===== src/rtl/alu_rr_arbiter_pkg.sv =====
// Shared constants and types for the round-robin ALU arbiter slice.
// Operand width, opcodes and requester IDs live here so every file agrees.
package alu_rr_arbiter_pkg;

    localparam int   ALU_W  = 4;
    localparam logic OP_ADD = 1'b0;
    localparam logic OP_SUB = 1'b1;
    localparam logic REQ0   = 1'b0;
    localparam logic REQ1   = 1'b1;

    typedef struct packed {
        logic [ALU_W-1:0] a;
        logic [ALU_W-1:0] b;
        logic             op;
    } alu_req_t;

endpackage


===== src/rtl/ALU4bit.sv =====
// Four-bit two's-complement add/sub unit with signed overflow flag.
// Overflow is the carry into the MSB XOR the carry out of the MSB.
module ALU4bit
    import alu_rr_arbiter_pkg::*;
(
    input  logic [ALU_W-1:0] a,
    input  logic [ALU_W-1:0] b,
    input  logic             operator,
    output logic [ALU_W-1:0] s,
    output logic             overflow
);

    logic [ALU_W-1:0] w_bx;
    logic [ALU_W:0]   w_sum;
    logic [ALU_W-1:0] w_lowSum;

    // Subtraction is a + ~b + 1, so the operator doubles as carry-in.
    assign w_bx     = b ^ {ALU_W{operator}};
    assign w_sum    = {1'b0, a} + {1'b0, w_bx} + {{ALU_W{1'b0}}, operator};
    assign w_lowSum = {1'b0, a[ALU_W-2:0]} + {1'b0, w_bx[ALU_W-2:0]}
                    + {{(ALU_W-1){1'b0}}, operator};

    assign s        = w_sum[ALU_W-1:0];
    assign overflow = w_sum[ALU_W] ^ w_lowSum[ALU_W-1];

endmodule


===== src/rtl/alu_rr_arbiter_grant.sv =====
// Two-way grant selector: round-robin on last_grant, or fixed priority to req0.
// Produces a one-hot (or zero) grant vector, only while the slot is free.
module rr_grant2 #(
    parameter bit FIXED_PRIO = 1'b0
) (
    input  logic [1:0] valid,
    input  logic       last_grant,
    input  logic       slot_free,
    output logic [1:0] grant
);

    always_comb begin
        grant = 2'b00;
        if (slot_free) begin
            case (valid)
                2'b01:   grant = 2'b01;
                2'b10:   grant = 2'b10;
                2'b11: begin
                    if (FIXED_PRIO || last_grant) grant = 2'b01;
                    else                          grant = 2'b10;
                end
                default: grant = 2'b00;
            endcase
        end
    end

endmodule


===== src/rtl/alu_rr_arbiter.sv =====
// Two requesters share one ALU4bit; results pass through a single registered
// response slot with valid/ready handshake and a saturating overflow counter.
module alu_rr_arbiter
    import alu_rr_arbiter_pkg::*;
#(
    parameter bit FIXED_PRIO = 1'b0,
    parameter int CNT_W      = 8
) (
    input  logic             clk,
    input  logic             rst,
    input  logic             req0_valid,
    output logic             req0_ready,
    input  logic [ALU_W-1:0] req0_a,
    input  logic [ALU_W-1:0] req0_b,
    input  logic             req0_op,
    input  logic             req1_valid,
    output logic             req1_ready,
    input  logic [ALU_W-1:0] req1_a,
    input  logic [ALU_W-1:0] req1_b,
    input  logic             req1_op,
    output logic             rsp_valid,
    input  logic             rsp_ready,
    output logic             rsp_id,
    output logic [ALU_W-1:0] rsp_s,
    output logic             rsp_overflow,
    output logic [CNT_W-1:0] ovf_cnt
);

    logic             r_rspValid;
    logic             r_rspId;
    logic [ALU_W-1:0] r_rspS;
    logic             r_rspOverflow;
    logic [CNT_W-1:0] r_ovfCnt;
    logic             r_lastGrant;

    logic             w_slotFree;
    logic [1:0]       w_grant;
    alu_req_t         w_sel;
    logic [ALU_W-1:0] w_aluS;
    logic             w_aluOverflow;
    logic             w_rspHandshake;

    // Grants are suppressed during reset so no requester sees a handshake then.
    assign w_slotFree     = (!r_rspValid || rsp_ready) && !rst;
    assign w_rspHandshake = r_rspValid && rsp_ready;

    rr_grant2 #(
        .FIXED_PRIO (FIXED_PRIO)
    ) u_grant (
        .valid      ({req1_valid, req0_valid}),
        .last_grant (r_lastGrant),
        .slot_free  (w_slotFree),
        .grant      (w_grant)
    );

    assign req0_ready = w_grant[0];
    assign req1_ready = w_grant[1];

    assign w_sel = w_grant[1] ? '{a: req1_a, b: req1_b, op: req1_op}
                              : '{a: req0_a, b: req0_b, op: req0_op};

    ALU4bit u_alu (
        .a        (w_sel.a),
        .b        (w_sel.b),
        .operator (w_sel.op),
        .s        (w_aluS),
        .overflow (w_aluOverflow)
    );

    always_ff @(posedge clk) begin
        if (rst) begin
            r_rspValid    <= 1'b0;
            r_rspId       <= REQ0;
            r_rspS        <= '0;
            r_rspOverflow <= 1'b0;
            r_ovfCnt      <= '0;
            r_lastGrant   <= REQ1;
        end else begin
            if (w_rspHandshake && r_rspOverflow && (r_ovfCnt != {CNT_W{1'b1}}))
                r_ovfCnt <= r_ovfCnt + CNT_W'(1);
            // A new grant overwrites an accepted response in the same edge.
            if (|w_grant) begin
                r_rspValid    <= 1'b1;
                r_rspId       <= w_grant[1] ? REQ1 : REQ0;
                r_rspS        <= w_aluS;
                r_rspOverflow <= w_aluOverflow;
                r_lastGrant   <= w_grant[1] ? REQ1 : REQ0;
            end else if (rsp_ready) begin
                r_rspValid <= 1'b0;
            end
        end
    end

    assign rsp_valid    = r_rspValid;
    assign rsp_id       = r_rspId;
    assign rsp_s        = r_rspS;
    assign rsp_overflow = r_rspOverflow;
    assign ovf_cnt      = r_ovfCnt;

endmodule


===== config.mk =====
export PLATFORM = sky130hd
export DESIGN_NAME = alu_rr_arbiter
export DESIGN_NICKNAME = d
export VERILOG_FILES = /design/src/rtl/alu_rr_arbiter_pkg.sv /design/src/rtl/ALU4bit.sv /design/src/rtl/alu_rr_arbiter_grant.sv /design/src/rtl/alu_rr_arbiter.sv
export SDC_FILE = /design/constraint.sdc
export NUM_CORES = 1
export LEC_CHECK = 0
export ABC_CLOCK_PERIOD_IN_PS = 2600
export BUFFER_PORTS_ARGS = -buffer_cell sky130_fd_sc_hd__buf_2
export CAP_MARGIN = 20
export CORE_MARGIN = 5
export CORE_UTILIZATION = 30
export DETAILED_ROUTE_END_ITERATION = 7
export HOLD_SLACK_MARGIN = 0.02
export MAX_ROUTING_LAYER = met4
export SETUP_SLACK_MARGIN = 0.02
export SYNTH_ARGS = -nofsm -noshare
export SYNTH_HDL_FRONTEND = slang
export SYNTH_SLANG_ARGS = --single-unit

===== constraint.sdc =====
create_clock -name clk -period 2.6 [get_ports clk]
set_clock_uncertainty 0.15 [all_clocks]
set_input_delay 0.13 -clock clk [delete_from_list [all_inputs] [get_ports clk]]
set_output_delay 0.13 -clock clk [all_outputs]
set_load 0.03 [all_outputs]

Word level (Yosys, flattened, before mapping)
Cells that the tools add are included.
- flip-flop bits (word level): 16
- bits of input ports: 23
- output and inout port bits: 17
- word-level logic and storage cells: 33
- add/subtract/negate cells: 5
- equality and inequality tests: 4
- mux-type cells: 7
- bitwise gates (word level): 2
- reductions and logical operators: 9
- operators by type and width (operator ; count):
    $mux 9 ; 1
    $add 8x1->8 const B ; 1
    $ne 8x8->1 const B ; 1
    $pmux 2 s3 ; 1
    $add 4x4->5 ; 1
    $add 5x1->5 ; 1
    $add 3x3->4 ; 1
    $add 4x1->4 ; 1
    $eq 2x2->1 const B ; 2
    $logic_and 1x1->1 ; 4
    $mux 2 ; 2
    $xor 4x4->4 ; 1
    $mux 1 ; 3
    $eq 2x1->1 const B ; 1
    $logic_not 1->1 ; 2
    $reduce_bool 2->1 ; 1
    $reduce_or 2->1 ; 1
    $logic_or 1x1->1 ; 1
    $xor 1x1->1 ; 1

Depth between registers and ports, before layout
Gate-level depths: netlist (run 1).
- word-level depth: 9
- depth in mapped cells: 10

By module
A second synthesis (run 1) with hierarchy kept.
- cells, all modules: 116
- area total of the unflattened synthesis: 1059.8 µm²
- by module, submodules not included (module ; times used ; cells each ; area an instance (µm²) ; sequential area each (µm²)):
    alu_rr_arbiter ; 1 ; 94 ; 854.6 ; 320.3
    ALU4bit ; 1 ; 17 ; 183.9 ; 0.0
    rr_grant2 ; 1 ; 5 ; 21.3 ; 0.0

Worst setup path after synthesis (run 1)
OpenSTA, ideal clock, no wires.
- path type: reg2reg
- start: register r_rspValid (netlist: rsp_valid)
- end: register r_rspOverflow (netlist: rsp_overflow)
- arrival time: 2.355 ns
- required time: 2.303 ns
- path slack: -0.052 ns
- stages on the path, launching flop included: 10
- path buffers: 1
- period minus slack after synthesis: 2.652 ns
- path through: dfxtp_1 > nor2b_2 > nor3_2 > buf_2 > o21ai_0 > fa_1 > a21o_1 > a21oi_1 > xor2_1 > a211oi_1
- word-level cells in the longest chain between the ends: 9
- elaborated cells on any way between the ends: 12
- ends and longest elaborated chain (what ; line ; RTL):
    from (decl) ; alu_rr_arbiter.sv:29 ; logic r_rspValid;
    from (signal assigned) ; alu_rr_arbiter.sv:72 ; r_rspValid <= 1'b0;
    from (signal assigned) ; alu_rr_arbiter.sv:83 ; r_rspValid <= 1'b1;
    from (signal assigned) ; alu_rr_arbiter.sv:89 ; r_rspValid <= 1'b0;
    $logic_not 1->1 * ; alu_rr_arbiter.sv:44 ; assign w_slotFree = (!r_rspValid || rsp_ready) && !rst;
    $logic_or 1x1->1 * ; alu_rr_arbiter.sv:44 ;
    $logic_and 1x1->1 * ; alu_rr_arbiter.sv:44 ;
    $mux 2 * ; alu_rr_arbiter_grant.sv:14 ; if (slot_free) begin
    named net req1_ready ; alu_rr_arbiter.sv:17 ; output logic req1_ready,
    $mux 9 ; alu_rr_arbiter.sv:59 ; assign w_sel = w_grant[1] ? '{a: req1_a, b: req1_b, op: req1_op}
    $xor 4x4->4 ; ALU4bit.sv:18 ; assign w_bx = b ^ {ALU_W{operator}};
    $add 4x4->5 or $add 3x3->4 (tied branches) ; ALU4bit.sv:19, ALU4bit.sv:20 ;
    $add 5x1->5 or $add 4x1->4 (tied branches) ; ALU4bit.sv:19, ALU4bit.sv:21 ;
    $xor 1x1->1 ; ALU4bit.sv:24 ; assign overflow = w_sum[ALU_W] ^ w_lowSum[ALU_W-1];
    to (signal assigned) ; alu_rr_arbiter.sv:86 ; r_rspOverflow <= w_aluOverflow;
    to (decl) ; alu_rr_arbiter.sv:32 ; logic r_rspOverflow;
Mark *: on every way through the listed nets, which the timed path passes. The rest lies on a longest branch.
A chain may end at the register's enable or synchronous reset.

Final worst setup path (run 1)
- start: register r_lastGrant
- end: register r_rspOverflow (netlist: rsp_overflow)
- word-level cells in the longest chain between the ends: 8
- elaborated cells on any way between the ends: 11
- ends and longest elaborated chain (what ; line ; RTL):
    from (decl) ; alu_rr_arbiter.sv:34 ; logic r_lastGrant;
    from (signal assigned) ; alu_rr_arbiter.sv:87 ; r_lastGrant <= w_grant[1] ? REQ1 : REQ0;
    $mux 2 * ; alu_rr_arbiter_grant.sv:19 ; if (FIXED_PRIO || last_grant) grant = 2'b01;
    $pmux 2 s3 * ; alu_rr_arbiter_grant.sv:15 ; case (valid)
    $mux 2 * ; alu_rr_arbiter_grant.sv:14 ;
    $mux 9 ; alu_rr_arbiter.sv:59 ;
    $xor 4x4->4 ; ALU4bit.sv:18 ;
    $add 4x4->5 or $add 3x3->4 (tied branches) ; ALU4bit.sv:19, ALU4bit.sv:20 ;
    $add 5x1->5 or $add 4x1->4 (tied branches) ; ALU4bit.sv:19, ALU4bit.sv:21 ;
    $xor 1x1->1 ; ALU4bit.sv:24 ;
Every way passes the cells marked *; elsewhere a longest branch is shown, timed or not.

==> run metrics, run 1 <==
Final Slew Violations=0; Most used DFF post-synth=dfxtp_1; Area Growth Syn to Fin=33.0%; Netlist Area Pre-Place=1010 um^2; CTS max path bufs=2; Psw=approximately 0.19 mW; worst setup margin=0.126 ns; Final nets=189; gr ovfl total=0; Hold Path Cell Cnt=3; worst slack, placed=0.0516 ns; cell count after synthesis=between 100 and 150; Setup crit end kind=flip-flop; Worst Hold Launch=req1_valid; asr flop ratio synth=0; Power Internal=0.400 mW; Peak VDD IR=0.136 mV; # Max-Cap Violations=0; R2R Path End=rsp_overflow; Final Cycle Share=0.952; worst r2r path cells=9; Die ar.=4620 um^2; sw frac=0.326; EDFF count, synth=0; min-delay worst type=in -> reg; largest net degree at the start of global routing=21; worst path arrival time=2.51 ns; Endpoint, Worst Hold=rsp_valid; Max FO, Critical Path=10; via count=996; overall routing resource usage=0.111; Seq/Total Area, Yosys=0.318; met3 wire length=181 um; CTS Buf Count=3; Pwr per Cell Area=443 nW/um^2; initial drt markers=14; die height=68.0 um; Filler cells=358; worst-margin pin slew=between 0.6 and 0.7 ns; relative slew slack=0.542; Crit Reg-Reg Startpoint=r_lastGrant; post-route DRC violation count=0; row cnt=21; FMAX=0.404 GHz; Leak=slightly below 0.6 nW; CTS tree=done; post-layout minimum cycle time=around 2.5 ns; status=finished, final reports clean; Final GP Congestion=0.816; Root Buffer=clkbuf_4; top cell type's share of synthesized area=0.318; CP required=2.64 ns; final wirelength=2510 um; core area=3280 um^2; Clk pin slew, worst setup/hold paths=approximately 0.090 ns; vias in the first global route=~950; n_diodes=0; die width=68.0 um; Clock Power Share=0.208; Storage cell area=320 um^2; Top Metal Used=met4; ANT nets after route=0; post-synthesis net count=144; Mean Syn Cell Area=8.69 um^2; Worst-Skew Late Latency=0.28 ns; Comb power frac=0.344; synth top area cells=dfxtp_1 (32%), xor2_1 (8.7%), xnor2_1 (6.1%); WL met2=1200 um; area of the multi-input gates=697 um^2; Seq cells post-synth=16; Initial Utilization=0.307; RSZ-0062 raised after global routing=no; fraction of layout cells with a size suffix above 1=0.371; post-synth top area cell=dfxtp_1; DP HPWL=roughly 2100 um; Synth Warn #=0; CP Launch Type=flip-flop; Netlist cell types=37; Vias/cell=slightly below 5; first-pass GRT wire length=3890 um; IO Count=40; H-tree depth=1; drt first pass iters=4; Final setup viols=0; Sink Count=16; IO Port Bufs=39; endpoints failing hold=0; Final TNS setup=0 ns; Routed WL per cell=12.2 um; WS Path Type=reg -> reg; Seq pwr share=0.448; initial antenna violation count=0; R2R setup slack=approximately 0.13 ns; M1 wire length=~1100 um
-- timing repair --
action                                  in CTS  in global routing
endpoints found under the setup margin       1                  1
buffers inserted                             0                  0
hold buffers                                 0                  0
pin swaps                                    0                  2
gates resized for setup                      1                  5
cloned                                       0                  0
-- layout by cell type, fill, tap and decap left out, drive strengths merged --
master	instances
ha	4
mux2	4
nand3	4
o31ai	1
a41oi	1
xnor2	7
or3	1
buf	44
nor4	2
a21o	1
o211ai	1
dfxtp	16
a21oi	6
fa	1
o21bai	1
and4	1
a211oi	2
mux2i	2
a21bo	1
o31a	1
inv	2
nand2	12
nor2b	1
nor3	5
o21ai	5
nand4	2
nand2b	1
xor2	10
nor2	12
a311oi	1
clkbuf	3
o311ai	1
and3	2
a31oi	1
-- flip-flops by register name, indices dropped and copies added (netlist names) --
register      flops
ovf_cnt           8
r_lastGrant       1
rsp_id            1
rsp_overflow      1
rsp_s             4
rsp_valid         1
-- worst max-delay path, stage by stage, from the launching register on --
cell and delay [ns]:
dfxtp_1 0.34, a21bo_2 0.22, nor3_4 0.27, buf_6 0.17, o21ai_0 0.16, fa_2 0.40
a21o_1 0.19, a21oi_1 0.17, xor2_1 0.08, a211oi_1 0.23
-- synthesized netlist by cell type, types with 2 or more instances --
cell	count
nand2_1	12
mux2i_1	2
nand4_1	2
and3_1	2
xnor2_1	7
o21ai_0	5
a211oi_1	2
ha_1	4
xor2_1	10
a21oi_1	6
nor3_1	4
buf_2	2
inv_1	2
dfxtp_1	16
nand3_1	4
nor2_1	12
mux2_2	4
-- power by group through the flow --
| stage | Clock, mW | Combinational [mW] | Sequential, mW |
|---|---|---|---|
| after CTS | 0.132 | 0.194 | 0.266 |
| after global placement | 0 | 0.188 | 0.271 |
| final | 0.124 | 0.204 | 0.266 |
| after floorplan | 0 | 0.107 | 0.295 |
| after global routing | 0.138 | 0.220 | 0.268 |
| after detailed placement | 0 | 0.191 | 0.272 |
-- stage by stage --
step / utilization / power (mW) / cells / hold slack [ns] / instance area, um^2
floorplan: - / 0.401 / 116 / 0.162 / 1020
global placement: 0.392 / 0.459 / 202 / 0.297 / 1290
detailed placement: 0.392 / 0.463 / 202 / 0.300 / 1290
CTS: 0.400 / 0.592 / 205 / 0.0273 / 1310
global route: 0.408 / 0.627 / 205 / 0.0610 / 1340
finish: 0.408 / 0.594 / 205 / 0.0382 / 1340
-- final cells by class --
class / count / area share
timing repair buffer: 44 / 0.176
multi-input combinational: 94 / 0.520
sequential: 16 / 0.239
tap: 46 / 0.0429
clock buffer: 3 / 0.0168
inverter: 2 / 0.00560
-- logic make-up after synthesis --
logic type	synth area share
compound gates	0.155
xor+xnor	0.148
fa+ha+maj	0.0695
buf+inv	0.0248
flops	0.318
mux	0.0645
simple gates	0.221
-- routing by layer --
layer / vias to the layer above / track usage
met4: 0 / 0.0372
met5: - / -
met2: 35 / 0.190
met1: 454 / 0.132
met3: 2 / 0.0164
li1: 505 / -
-- worst max path at each step --
stage | depth (start not counted) | start | endpoint
2_1_floorplan | 8 | rsp_valid | rsp_overflow
3_5_place_dp | 8 | r_lastGrant | rsp_overflow
6_report | 9 | r_lastGrant | rsp_overflow
3_3_place_gp | 8 | r_lastGrant | rsp_overflow
5_1_grt | 9 | r_lastGrant | rsp_overflow
4_1_cts | 8 | r_lastGrant | rsp_overflow
Note: power is estimated with default switching activity, not from simulation.
==> run 2: changes to the inputs <==
--- a/config.mk
+++ b/config.mk
@@ -5,12 +5,14 @@
 export SDC_FILE = /design/constraint.sdc
 export NUM_CORES = 1
 export LEC_CHECK = 0
+export ABC_AREA = 1
 export ABC_CLOCK_PERIOD_IN_PS = 2600
 export BUFFER_PORTS_ARGS = -buffer_cell sky130_fd_sc_hd__buf_2
 export CAP_MARGIN = 20
 export CORE_MARGIN = 5
 export CORE_UTILIZATION = 30
 export DETAILED_ROUTE_END_ITERATION = 7
+export GPL_TIMING_DRIVEN = 0
 export HOLD_SLACK_MARGIN = 0.02
 export MAX_ROUTING_LAYER = met4
 export SETUP_SLACK_MARGIN = 0.02
==> run 2 against run 1 <==
Effect of this change: flip-flop and latch count did not move; global-route usage rose by 0.26 points; maximum frequency barely moved; final area fell by 1.0%; total power rose by 7.8%; synthesized cell count rose by 28%; clock-buffer cell count rose by 1; cell count rose by 17%; critical path type is now in -> reg; largest power group unchanged.
==> run metrics, run 2 <==
status=finished, final reports clean; fraction of layout cells with a size suffix above 1=0.290 (-0.0809); initial antenna violation count=0 (unchanged); post-route DRC violation count=0 (unchanged); most frequent cells in the layout=buf_2 (39), nand2_1 (34), inv_1 (18), dfxtp_1 (16), nor2_1 (15); CP max-delay cell=dlygate4sd3_1; Util after Layout=0.398 (-0.0106); ANT nets after route=0 (unchanged); Clk pin slew, worst setup/hold paths=0.10 ns (about the same); WS Path Type=in -> reg; count leader, synth=nand2_1; IO Port Bufs=39 (unchanged); adder-cell area share of the yosys netlist=0.0681 (-0.00135); drt first pass iters=4 (unchanged); post-layout minimum cycle time=2.47 ns (-0.00193 ns); gr ovfl total=0 (unchanged); Leak=0.689 nW (+17%); IO Count=40 (unchanged); Netlist cell types=27 (-27%); CP Launch Type=input port; CTS tree=done; worst-margin pin slew=0.392 ns (-0.290 ns); met3 wire length=174 um (-3.9%); overall routing resource usage=0.114 (+0.00259); Worst Hold Launch=rsp_ready; Final setup viols=0 (unchanged); Final GP Congestion=0.752 (-7.9%); Netlist Area Pre-Place=1030 um^2 (+2.0%); DP HPWL=1950 um (-8.2%); CP required=2.63 ns (about the same); post-synthesis net count=177 (+23%); FMAX=0.404 GHz (about the same); Final Cycle Share=0.951 (about the same); Seq cells post-synth=16 (unchanged); Final nets=222 (+17%); Pwr per Cell Area=482 nW/um^2 (+8.9%); xor-xnor portion of the synthesized cell area=0.0426 (-0.105); n_diodes=0 (unchanged); worst path arrival time=2.50 ns (about the same); relative slew slack=0.739 (+0.197); first-pass GRT wire length=4030 um (+3.5%); crit-path max cell delay=0.53 ns (+0.13 ns); worst setup margin=0.128 ns (+0.00193 ns); Post-synth top cells=nand2_1 (34), inv_1 (18), dfxtp_1 (16); min-delay worst type=in -> reg; Largest register FFs=8 (unchanged); CTS Buf Count=3 (unchanged); Crit Reg-Reg Startpoint=r_lastGrant; hold_ws=0.0765 ns (+0.0383 ns); Setup crit end kind=flip-flop; Die ar.=4700 um^2 (+1.7%); Top cell by count, worst path=nand2_2; largest family of logic cells by synthesized area=simple AND/OR/NAND/NOR gates; Final TNS setup=0 ns (unchanged); Synth Warn #=0 (unchanged); Compound-Gate Fraction of Synth Area=0.145 (-0.0103); die width=68.6 um (+0.84%); largest net degree at the start of global routing=11 (-48%); row cnt=21 (unchanged); Worst-Skew Late Latency=0.28 ns (about the same); WL met2=1110 um (-7.5%); final wirelength=2350 um (-6.5%); Worst Setup SP=rst; core area=3340 um^2 (+1.6%); Vias/cell=4.37 (-10%); asr flop ratio synth=0 (unchanged); worst r2r path cells=15 (+6); vias in the first global route=991 (+4.8%); M1 wire length=1050 um (-5.6%); # Max-Cap Violations=0 (unchanged); worst path cell trace=dlygate4sd3_1, buf_2, inv_2, nand2_4, nor2_4, buf_6, nand2_2, nand2_2, nand2_2, and2_1, fa_1, nand3_1, nand2_1, nand3_1, nand2_1, nor2_1, nor2_1; synth top area cells=dfxtp_1 (31%), nand2_1 (12%), inv_1 (6.6%); RSZ-0062 raised after global routing=no; top cell type's share of synthesized area=0.311 (-0.00618); Hold Path Cell Cnt=4 (+1); Sink Count=16 (unchanged); H-tree depth=1 (unchanged); Routed WL per cell=9.82 um (-20%); commonest non-fill, non-tap cell in the layout=buf_2; EDFF count, synth=0 (unchanged); Initial Utilization=0.308 (+0.00116); post-synth top area cell=dfxtp_1; initial drt markers=34 (+20); Max FO, Critical Path=10 (unchanged); worst slack, placed=0.241 ns (+0.189 ns); endpoints failing hold=0 (unchanged); Mean Syn Cell Area=6.90 um^2 (-21%); Final Slew Violations=0 (unchanged); die height=68.6 um (+0.84%); via count=1045 (+4.9%); Post-Synth Simple-Gate Area=0.320 (+0.0991); Peak VDD IR=0.166 mV (+22%); Most used DFF post-synth=dfxtp_1; Area Growth Syn to Fin=29.1%; cell count after synthesis=149 (+28%); Root Buffer=clkbuf_4; mux share of post-synthesis cell area=0.0292 (-0.0353); Seq/Total Area, Yosys=0.311 (-0.00618); CTS max path bufs=2 (unchanged); Top Metal Used=met4
## run 2: what timing repair did
| action | in CTS | in global routing |
|---|---|---|
| hold buffers | 1 | 0 |
| setup buffers | 0 | 0 |
| resized for setup | 0 | 0 |
| hold endpoints to repair | 3 | 0 |
## run 2: final cells by class
type                       instances  area, um^2
inverter                          19        71.3
buffer                             2        15.0
multi-input combinational        112         622
timing repair buffer              40         205
tap                               46        57.6
fill                             381        2010
clock buffer                       4        36.3
sequential                        16         320
## run 2: per-layer routing
metal  vias up  GRT usage
li1        570          -
met1       448      0.129
met2        25      0.195
met3         2     0.0259
met4         0     0.0372
met5         -          -
## run 2: stage by stage
stage          area, um^2  total power, mW  instances
6_report             1330            0.640        239
5_1_grt              1330            0.690        239
4_1_cts              1330            0.650        239
3_5_place_dp         1280            0.484        234
3_3_place_gp         1280            0.482        234
2_1_floorplan        1030            0.427        149
## run 2: where the power goes
| group | internal, mW | switching (mW) | leakage [nW] |
|---|---|---|---|
| registers | 0.260 | 0.00934 | 0.131 |
| logic | 0.0797 | 0.128 | 0.537 |
| clock network | 0.0851 | 0.0774 | 0.0210 |
## run 2: cell families after synthesis
logic type	count (synthesis)
compound gates	27
simple gates	72
buf+inv	21
xor+xnor	5
fa+ha+maj	5
mux	3
flops	16
## run 2: path summary, 6_finish.rpt
check	to	slack (ns)
worst min-delay path	rsp_valid	0.08
worst max-delay path	rsp_overflow	0.13
worst max register to register	rsp_overflow	0.25
worst min register to register	rsp_id	0.34
## run 2: critical path, delay by kind of cell
family / cells / cell delay [ns]
and+or+nand+nor: 12 / 0.96
buffers and inverters: 4 / 0.95
adders and majority gates: 1 / 0.46
==> run 3: changes to the inputs <==
--- a/config.mk
+++ b/config.mk
@@ -14,7 +14,6 @@
 export DETAILED_ROUTE_END_ITERATION = 7
 export GPL_TIMING_DRIVEN = 0
 export HOLD_SLACK_MARGIN = 0.02
-export MAX_ROUTING_LAYER = met4
 export SETUP_SLACK_MARGIN = 0.02
 export SYNTH_ARGS = -nofsm -noshare
 export SYNTH_HDL_FRONTEND = slang
==> run 3 against run 2 <==
Effect of this change: non-clock buffer count did not move; register-to-register slack barely moved; hold slack is essentially flat; flip-flop and latch count unchanged; clock-buffer cell count is the same; utilization stayed put; final area did not move; cell count is the same; critical endpoint unchanged; highest routed layer unchanged.
==> run metrics, run 3 (synthesized netlist as in run 2, its figures left out) <==
status=finished, final reports clean; gr ovfl total=0 (unchanged); Final TNS setup=0 ns (unchanged); Final Slew Violations=0 (unchanged); fraction of layout cells with a size suffix above 1=0.290 (unchanged); post-layout minimum cycle time=2.47 ns (-0.00123 ns); commonest non-fill, non-tap cell in the layout=buf_2; WS Path Type=in -> reg; Largest register FFs=8 (unchanged); worst slack, placed=0.241 ns (unchanged); Final GP Congestion=0.742 (-1.2%); CTS Buf Count=3 (unchanged); min-delay worst type=in -> reg; IO Count=40 (unchanged); post-cts sizing count=0 (unchanged); core area=3340 um^2 (unchanged); worst path arrival time=2.50 ns (about the same); worst setup margin=0.129 ns (+0.00123 ns); Vias/cell=4.37 (unchanged); die height=68.6 um (unchanged); vias in the first global route=991 (unchanged); Peak VDD IR=0.166 mV (-0.18%); Util after Layout=0.398 (unchanged); Max FO, Critical Path=10 (unchanged); first-pass GRT wire length=4030 um (unchanged); initial drt markers=34 (unchanged); Die ar.=4700 um^2 (unchanged); largest net degree at the start of global routing=11 (unchanged); met1 Usage GRT=0.127 (-0.00198); Pwr per Cell Area=482 nW/um^2 (about the same); row cnt=21 (unchanged); die width=68.6 um (unchanged); Final nets=222 (unchanged); FMAX=0.405 GHz (about the same); overall routing resource usage=0.110 (-0.00308); met2 Track Usage GR=0.195 (unchanged); GRT met3 Usage=0.0292 (+0.00324); initial antenna violation count=0 (unchanged); Initial Utilization=0.308 (unchanged); Sink Count=16 (unchanged); post-CTS setup buffer count=0 (unchanged); RSZ-0062 raised after global routing=no; global route hottest layer=met2; Clk pin slew, worst setup/hold paths=0.10 ns (about the same); post-route DRC violation count=0 (unchanged); via count=1045 (unchanged); CP Launch Type=input port; Final setup viols=0 (unchanged); Area Growth Syn to Fin=29.1% (unchanged); Leak=0.689 nW (unchanged); Routed WL per cell=9.82 um (about the same); Root Buffer=clkbuf_4; CTS max path bufs=2 (unchanged); ANT nets after route=0 (unchanged); Cell Area, Placed=1280 um^2 (unchanged); # Max-Cap Violations=0 (unchanged); Setup crit end kind=flip-flop; CP required=2.63 ns (about the same); endpoints failing hold=0 (unchanged); most frequent cells in the layout=buf_2 (39), nand2_1 (34), inv_1 (18), dfxtp_1 (16), nor2_1 (15); Worst-Skew Late Latency=0.28 ns (about the same); worst-margin pin slew=0.392 ns (unchanged); n_diodes=0 (unchanged); CTS tree=done; DP HPWL=1950 um (unchanged); design area=1330 um^2 (unchanged); H-tree depth=1 (unchanged); CTS hold repair buffers=1 (unchanged); drt first pass iters=4 (unchanged); relative slew slack=0.739 (unchanged); IO Port Bufs=39 (unchanged); final wirelength=2350 um (about the same); Final Cycle Share=0.950 (about the same)
[run 3: critical path: stages]
cell and delay, ns:
dlygate4sd3_1 0.53, buf_2 0.16, inv_2 0.11, nand2_4 0.08
nor2_4 0.09, buf_6 0.15, nand2_2 0.05, nand2_2 0.07
nand2_2 0.06, and2_1 0.17, fa_1 0.46, nand3_1 0.10
nand2_1 0.07, nand3_1 0.09, nand2_1 0.05, nor2_1 0.09
nor2_1 0.04
[run 3: through the flow]
| step | hold slack [ns] | cells | total power, mW |
|---|---|---|---|
| 2_1_floorplan | 0.0491 | 149 | 0.427 |
| 3_3_place_gp | 0.230 | 234 | 0.482 |
| 3_5_place_dp | 0.231 | 234 | 0.484 |
| 4_1_cts | 0.0664 | 239 | 0.650 |
| 5_1_grt | 0.0880 | 239 | 0.690 |
| 6_report | 0.0765 | 239 | 0.640 |
[run 3: per-layer routing]
layer | vias up | wire (um)
met3 | 2 | 188
li1 | 570 | -
met5 | - | 0
met4 | 0 | 12
met1 | 448 | 1040
met2 | 25 | 1110
[run 3: path summary, 6_finish.rpt]
kind                            slack, ns  depth (start not counted)           end         from
worst max register to register       0.25                         15  rsp_overflow  r_lastGrant
worst min register to register       0.34                          2        rsp_id       rsp_id
worst min-delay path                 0.08                          4     rsp_valid    rsp_ready
worst max-delay path                 0.13                         17  rsp_overflow          rst
[run 3: area by class of cell]
class,count,area [um^2]
inverter,19,71.3
buffer,2,15.0
sequential,16,320
clock buffer,4,36.3
tap,46,57.6
fill,381,2010
multi-input combinational,112,622
timing repair buffer,40,205
[run 3: report_power, final]
group	leakage (nW)	switching [mW]	internal, mW	total [mW]
clock network	0.0210	0.0774	0.0851	0.162
registers	0.131	0.00934	0.260	0.270
logic	0.537	0.128	0.0797	0.208
